**src/rtl/bus_arbiter.sv**
```systemverilog
// Two-client (instruction fetch / data) arbiter onto a single memory port.
// Define BUS_ARBITER_RR_EN for round-robin tie-breaking; default is data-first priority.
module bus_arbiter #(
  parameter int ADDR_W = 64,
  parameter int DATA_W = 64
) (
  input  logic              clk,
  input  logic              reset,
  // instruction client
  input  logic              i_valid,
  input  logic [ADDR_W-1:0] i_addr,
  output logic              i_addr_ok,
  output logic              i_data_ok,
  output logic [31:0]       i_data,
  // data client
  input  logic              d_valid,
  input  logic [ADDR_W-1:0] d_addr,
  input  logic [2:0]        d_size,
  input  logic [7:0]        d_strobe,
  input  logic [DATA_W-1:0] d_wdata,
  output logic              d_addr_ok,
  output logic              d_data_ok,
  output logic [DATA_W-1:0] d_rdata,
  // shared memory port
  output logic              m_valid,
  output logic              m_write,
  output logic [ADDR_W-1:0] m_addr,
  output logic [2:0]        m_size,
  output logic [7:0]        m_strobe,
  output logic [DATA_W-1:0] m_wdata,
  input  logic              m_ready,
  input  logic              m_rvalid,
  input  logic [DATA_W-1:0] m_rdata
);

  typedef enum logic [1:0] {
    IDLE,
    REQ,
    WAIT
  } state_e;

  state_e              state_q, state_d;
  logic                owner_data_q, owner_data_d;
  logic [ADDR_W-1:0]   addr_q, addr_d;
  logic                write_q, write_d;
  logic [2:0]          size_q, size_d;
  logic [7:0]          strobe_q, strobe_d;
  logic [DATA_W-1:0]   wdata_q, wdata_d;
  logic                prefer_data;
  logic                grant_data;
  logic                done;

`ifdef BUS_ARBITER_RR_EN
  logic last_data_q, last_data_d;

  // Reset value "data served last" hands the first tie to the instruction client.
  always_ff @(posedge clk or negedge reset) begin
    if (!reset) last_data_q <= 1'b1;
    else        last_data_q <= last_data_d;
  end

  always_comb begin
    prefer_data = !last_data_q;
    last_data_d = last_data_q;
    if (state_q == IDLE && (i_valid || d_valid)) last_data_d = grant_data;
  end
`else
  assign prefer_data = 1'b1;
`endif

  assign grant_data = d_valid && (!i_valid || prefer_data);

  always_ff @(posedge clk or negedge reset) begin
    if (!reset) begin
      state_q      <= IDLE;
      owner_data_q <= 1'b1;
      addr_q       <= '0;
      write_q      <= 1'b0;
      size_q       <= '0;
      strobe_q     <= '0;
      wdata_q      <= '0;
    end else begin
      state_q      <= state_d;
      owner_data_q <= owner_data_d;
      addr_q       <= addr_d;
      write_q      <= write_d;
      size_q       <= size_d;
      strobe_q     <= strobe_d;
      wdata_q      <= wdata_d;
    end
  end

  // Request registers load only on acceptance in IDLE and hold otherwise.
  always_comb begin
    state_d      = state_q;
    owner_data_d = owner_data_q;
    addr_d       = addr_q;
    write_d      = write_q;
    size_d       = size_q;
    strobe_d     = strobe_q;
    wdata_d      = wdata_q;
    case (state_q)
      IDLE: begin
        if (i_valid || d_valid) begin
          state_d      = REQ;
          owner_data_d = grant_data;
          if (grant_data) begin
            addr_d   = d_addr;
            write_d  = |d_strobe;
            size_d   = d_size;
            strobe_d = d_strobe;
            wdata_d  = d_wdata;
          end else begin
            addr_d   = i_addr;
            write_d  = 1'b0;
            size_d   = 3'b010;
            strobe_d = '0;
            wdata_d  = '0;
          end
        end
      end
      REQ:     if (m_ready)  state_d = WAIT;
      WAIT:    if (m_rvalid) state_d = IDLE;
      default: state_d = IDLE;
    endcase
  end

  assign done = (state_q == WAIT) && m_rvalid;

  assign m_valid  = (state_q == REQ);
  assign m_write  = write_q;
  assign m_addr   = addr_q;
  assign m_size   = size_q;
  assign m_strobe = strobe_q;
  assign m_wdata  = wdata_q;

  assign d_addr_ok = done && owner_data_q;
  assign d_data_ok = done && owner_data_q;
  assign i_addr_ok = done && !owner_data_q;
  assign i_data_ok = done && !owner_data_q;

  // Read data is passed straight through, but forced to zero while reset is held.
  assign d_rdata = reset ? m_rdata : '0;
  assign i_data  = !reset ? 32'h0 : (addr_q[2] ? m_rdata[63:32] : m_rdata[31:0]);

endmodule

```
**config.mk**
```make
export PLATFORM = sky130hd
export DESIGN_NAME = bus_arbiter
export DESIGN_NICKNAME = d
export VERILOG_FILES = /design/src/rtl/bus_arbiter.sv
export SDC_FILE = /design/constraint.sdc
export NUM_CORES = 1
export LEC_CHECK = 0
export BUFFER_PORTS_ARGS = -buffer_cell sky130_fd_sc_hd__buf_2
export CAP_MARGIN = 20
export CORE_AREA = 5 5 194 196
export CTS_BUF_LIST = sky130_fd_sc_hd__clkbuf_8
export DETAILED_ROUTE_END_ITERATION = 8
export DIE_AREA = 0 0 199 201
export MAX_ROUTING_LAYER = met4
export SLEW_MARGIN = 20
export SYNTH_ARGS = -nofsm -noshare
export SYNTH_HDL_FRONTEND = slang
export SYNTH_SLANG_ARGS = --single-unit
```
**constraint.sdc**
```tcl
create_clock -name clk -period 1.9 [get_ports clk]
set_input_delay 0 -clock clk [delete_from_list [all_inputs] [get_ports clk]]
set_output_delay 0 -clock clk [all_outputs]
set_load 0.02 [all_outputs]
```
# Yosys cells after proc, flatten, opt, wreduce, memory -nomap -nowiden
# Index checks and enable logic that the tools add are counted.
[classes]
mux = 12
eq_ne = 5
n_reduce_logical = 9
[op_table]
columns = ["operator", "n"]
rows = [
  ["64-bit two-way mux", 3],
  ["32-bit two-way mux", 2],
  ["8-bit two-way mux", 1],
  ["8-bit OR reduction", 1],
  ["2-bit two-way mux", 3],
  ["2-bit case mux with 3 select lines", 1],
  ["2-bit != test, second input constant", 2],
  ["1-bit logical AND", 3],
  ["3-bit two-way mux", 1],
  ["3-bit AND reduction", 1],
  ["2-bit by 1-bit equality test with 1-bit output, second input constant", 1],
  ["2-bit equality test, second input constant", 1],
  ["2-bit logical NOT", 1],
  ["2-bit by 1-bit != test with 1-bit output, second input constant", 1],
  ["2-bit AND reduction", 1],
  ["1-bit logical NOT", 1],
  ["1-bit logical OR", 1],
  ["1-bit two-way mux", 1],
]
[word_totals]
in_bits = 273
out_inout_bits = 241
ff_bits = 143

# Depth between registers and ports, before layout
[depth]
depth_word = 3
depth_mapped = 6
depth_no_buf = 4

# Worst setup path after synthesis
# OpenSTA, ideal clock, no wires.
[synth_path]
kind = "register to register"
startpoint = "register state_q[0]"
endpoint = "register addr_q[0] (netlist: m_addr[0])"
t_required_ns = 1.775
synth_period_minus_slack_ns = 1.433
t_arrival_ns = 1.308
slack_ns = 0.467
path_stages_with_launch = 6
setup_ns = 0.125
n_path_buf = 2
cell_sequence = "dfrtp_1 > nor2_2 > o21a_1 > buf_6 > buf_6 > mux2_4"
[synth_via]
elab_chain_len = 2
[synth_lines]
columns = ["element", "line_no", "text"]
rows = [
  ["from (decl)", "42", "state_e state_q, state_d;"],
  ["from (signal assigned)", "83", "state_q <= state_d;"],
  ["2-bit logical NOT", "102", "case (state_q)"],
  ["2-bit AND reduction (no source line)", "-", ""],
  ["to (signal assigned)", "85", "addr_q <= addr_d;"],
  ["to (decl)", "44", "logic [ADDR_W-1:0] addr_q, addr_d;"],
]
# No other way between the ends.
# A chain may end at the register's enable or synchronous reset.

# Final worst setup path
[layout_path]
startpoint = "register addr_q[2] (netlist: m_addr[2])"
endpoint = "output port i_data[28]"
[layout_via]
elab_chain_len = 2
[layout_lines]
columns = ["element", "line_no", "text"]
rows = [
  ["32-bit two-way mux (2 in a row)", "144", "assign i_data = !reset ? 32'h0 : (addr_q[2] ? m_rdata[63:32] : m_rdata[31:0]);"],
  ["to (decl)", "14", "output logic [31:0] i_data,"],
]
# No other way between the ends.

==> results.py <==
metrics = {
    "setup_path": {
        "arrival_ns": 1.74,
        "r2r_slack_ns": 0.20,
        "endpoint_kind": "output port",
        "start_kind": "register",
        "crit_family": "flip-flops",
        "slowest_stage": "dfrtp_2",
        "cp_data_required_time_ns": 1.90,
        "cp_max_fo": 11,
        "crit_chain": "buf_4 -> mux2i_1 -> nor2b_1 -> buf_2",
        "max_stage_delay_ns": 0.60,
        "cp_num_buf_inv": 2,
        "worstSetupPathType": "reg -> out",
    },
    "die": {
        "num_io_pins": 514,
        "fp-row-count": 70,
        "die_y_um": 201,
        "initial_core_util_pct": 20.7,
        "die_x_um": 199,
        "die-area_um2": 40000,
        "core_um2": 35900,
    },
    "cells_and_area": {
        "drive_gt1_share_pct": 55.2,
        "area_delta_synth_final_pct": 74.9,
        "final_cells": 1743,
        "utilization_pct": 36.3,
        "nFillCells": 3526,
        "layout.nets": 1527,
    },
    "grt": {
        "grt_max_degree": 94,
        "use_met2_pct": 27.2,
        "grt_use_met1_pct": 16.6,
        "grt_util_met3_pct": 2.64,
        "antenna_found_initial": 10,
        "busiest_layer": "met2",
        "overflow": 0,
        "track_usage_pct": 15.0,
        "grt_pass1_wl_um": 45200,
        "grt_pass1_vias": 7870,
    },
    "clock_tree": {
        "cts_buffer_depth": 2,
        "clk-insertion-delay-late_ns": 0.45,
        "numCtsBuffers": 17,
        "clk_pin_slew_ns": 0.11,
        "cts_tree": "built",
        "cts.sinks": 143,
        "root_buffer": "clkbuf_8",
        "htree_num_levels": 4,
    },
    "yosys": {
        "yosys-top-cells-count": "dfrtp_1, mux2_4, a22o_1, and2_1",
        "synth_flop_cell": "dfrtp_1",
        "ys_seq_elements": 143,
        "async_reset_ff_share_pct": 100,
        "yosys.area.top_type_share_pct": 47.7,
        "syn_area_um2": 7450,
        "synth_most_common_cell": "dfrtp_1",
        "syn-num-nets": 813,
        "synth_edf_count": 0,
        "synth.distinct_cells": 24,
        "synth_area_per_cell_um2": 13.8,
        "yosysWarnings": 0,
        "synth_top_area_cell": "dfrtp_1",
        "synthTopCellsByArea": "dfrtp_1, mux2_4, a22o_1",
        "synth_cells": 540,
        "ys_seq_area_share_pct": 48.1,
    },
    "placement": {
        "gp_congestion": 0.811,
        "io_buffers": 513,
        "dpl.hpwl_um": 22600,
        "dpl.cell_count": 1495,
    },
    "sta": {
        "tightest_slew_ns": 0.498,
        "clock_skew_ns": 0.0142,
        "finalHoldViolCount": 0,
        "whs_ns": 0.0780,
        "relSlewSlack_pct": 66.8,
        "rsz0062_at_grt": "no",
        "setup_viol": 0,
        "maxSlewViolCount": 0,
        "fmax_ghz": 0.575,
        "setup_tns_ns": 0,
        "fin_crit_sh_pct": 91.6,
        "period_needed_ns": 1.74,
    },
    "drt": {
        "antenna_left": 0,
        "drt_iter0_markers": 231,
        "drc": 0,
        "vias": 7235,
        "vias_per_cell": 4.15,
        "drt-total-wl_um": 31000,
        "dr.pass1.iters": 4,
        "wl_per_cell_um": 17.8,
    },
    "status": {
        "outcome": "finished, final reports clean",
    },
    "pwr": {
        "p_leak_nw": 6.80,
        "ir_worst_vdd_mv": 0.978,
        "power.density_nw_per_um2": 1290,
        "total_power_mw": 16.7,
    },
    "run": {
        "maxCapViolations": 0,
    },
    "worst_hold_path": {
        "min_path_type": "in -> async",
    },
}
-- metal layers --
metal / wire [µm] / up-vias
met5: 0 / -
met4: 703 / 0
met3: 1920 / 39
met2: 16300 / 310
met1: 12100 / 3529
li1: - / 3357
-- state kept, by name, summed over array words and instances, names as in the netlist --
name / count
m_strobe: 8
m_addr: 64
m_write: 1
state_q: 2
m_wdata: 64
owner_data_q: 1
m_size: 3
-- cell usage in the layout (no fill, tap or decap), types with 2 or more instances in the layout --
cell type	count
buf_2	511
dlygate4sd3_1	208
dfrtp_1	141
mux2_4	109
a22o_1	75
and2_1	64
mux2i_1	32
nor2b_1	32
mux2_2	19
clkbuf_8	19
buf_4	14
diode_2	8
buf_12	8
inv_6	4
nand2_1	3
clkinvlp_4	3
inv_8	3
nand2b_1	2
inv_1	2
o21ai_0	2
nor4_1	2
clkinv_2	2
clkinv_4	2
-- cells by family (layout without fill, tap and decap cells) --
logic type	count (synthesis)	after routing	synth area share, %
DFF	143	143	48.1
and+or+nand+nor	107	107	8.89
AOI/OAI and AO/OA	81	81	9.39
muxes	160	160	29.1
other	0	8	0
buffers and inverters	49	776	4.52
-- per-stage QoR --
step / area, µm² / setup WS (ns)
final: 13000 / 0.160
after global routing: 13000 / 0.00937
after CTS: 13000 / 0.0528
after detailed placement: 10600 / 0.195
after global placement: 10600 / 0.212
after floorplan: 7450 / 0.467
-- worst paths after layout --
kind / cells past startpoint / end / start
setup reg to reg: 4 / m_addr[49] / state_q[0]
hold / removal: 2 / m_wdata[57] / reset
max in group asynchronous: 3 / m_addr[6] / reset
hold reg to reg: 1 / m_strobe[4] / m_strobe[4]
setup / recovery: 4 / i_data[28] / m_addr[2]
min in group clk: 3 / m_wdata[22] / i_valid
-- final cells by class --
type                       instances  area (µm²)  area share [%]
timing repair buffer             742        4920            37.8
sequential                       143        3580            27.5
multi-input combinational        348        3550            27.2
tap                              468         586            4.49
clock buffer                      18         248            1.90
clock inverter                    14         119           0.912
antenna                            8        20.0           0.154
inverter                           2        7.51          0.0576
-- repair_timing --
item | 4_1_cts | 5_1_grt
hold buffers | 208 | 0
endpoints found under the hold margin | 284 | 0
gates resized for setup | 0 | 0
buffers inserted | 0 | 0
-- power breakdown --
part / leakage [nW] / internal [mW] / switching, mW
logic: 4.87 / 4.21 / 4.80
registers: 1.75 / 4.47 / 0.885
clock network: 0.182 / 0.980 / 1.41
total: 6.80 / 9.66 / 7.09
Power figures use the tool's default switching activity.
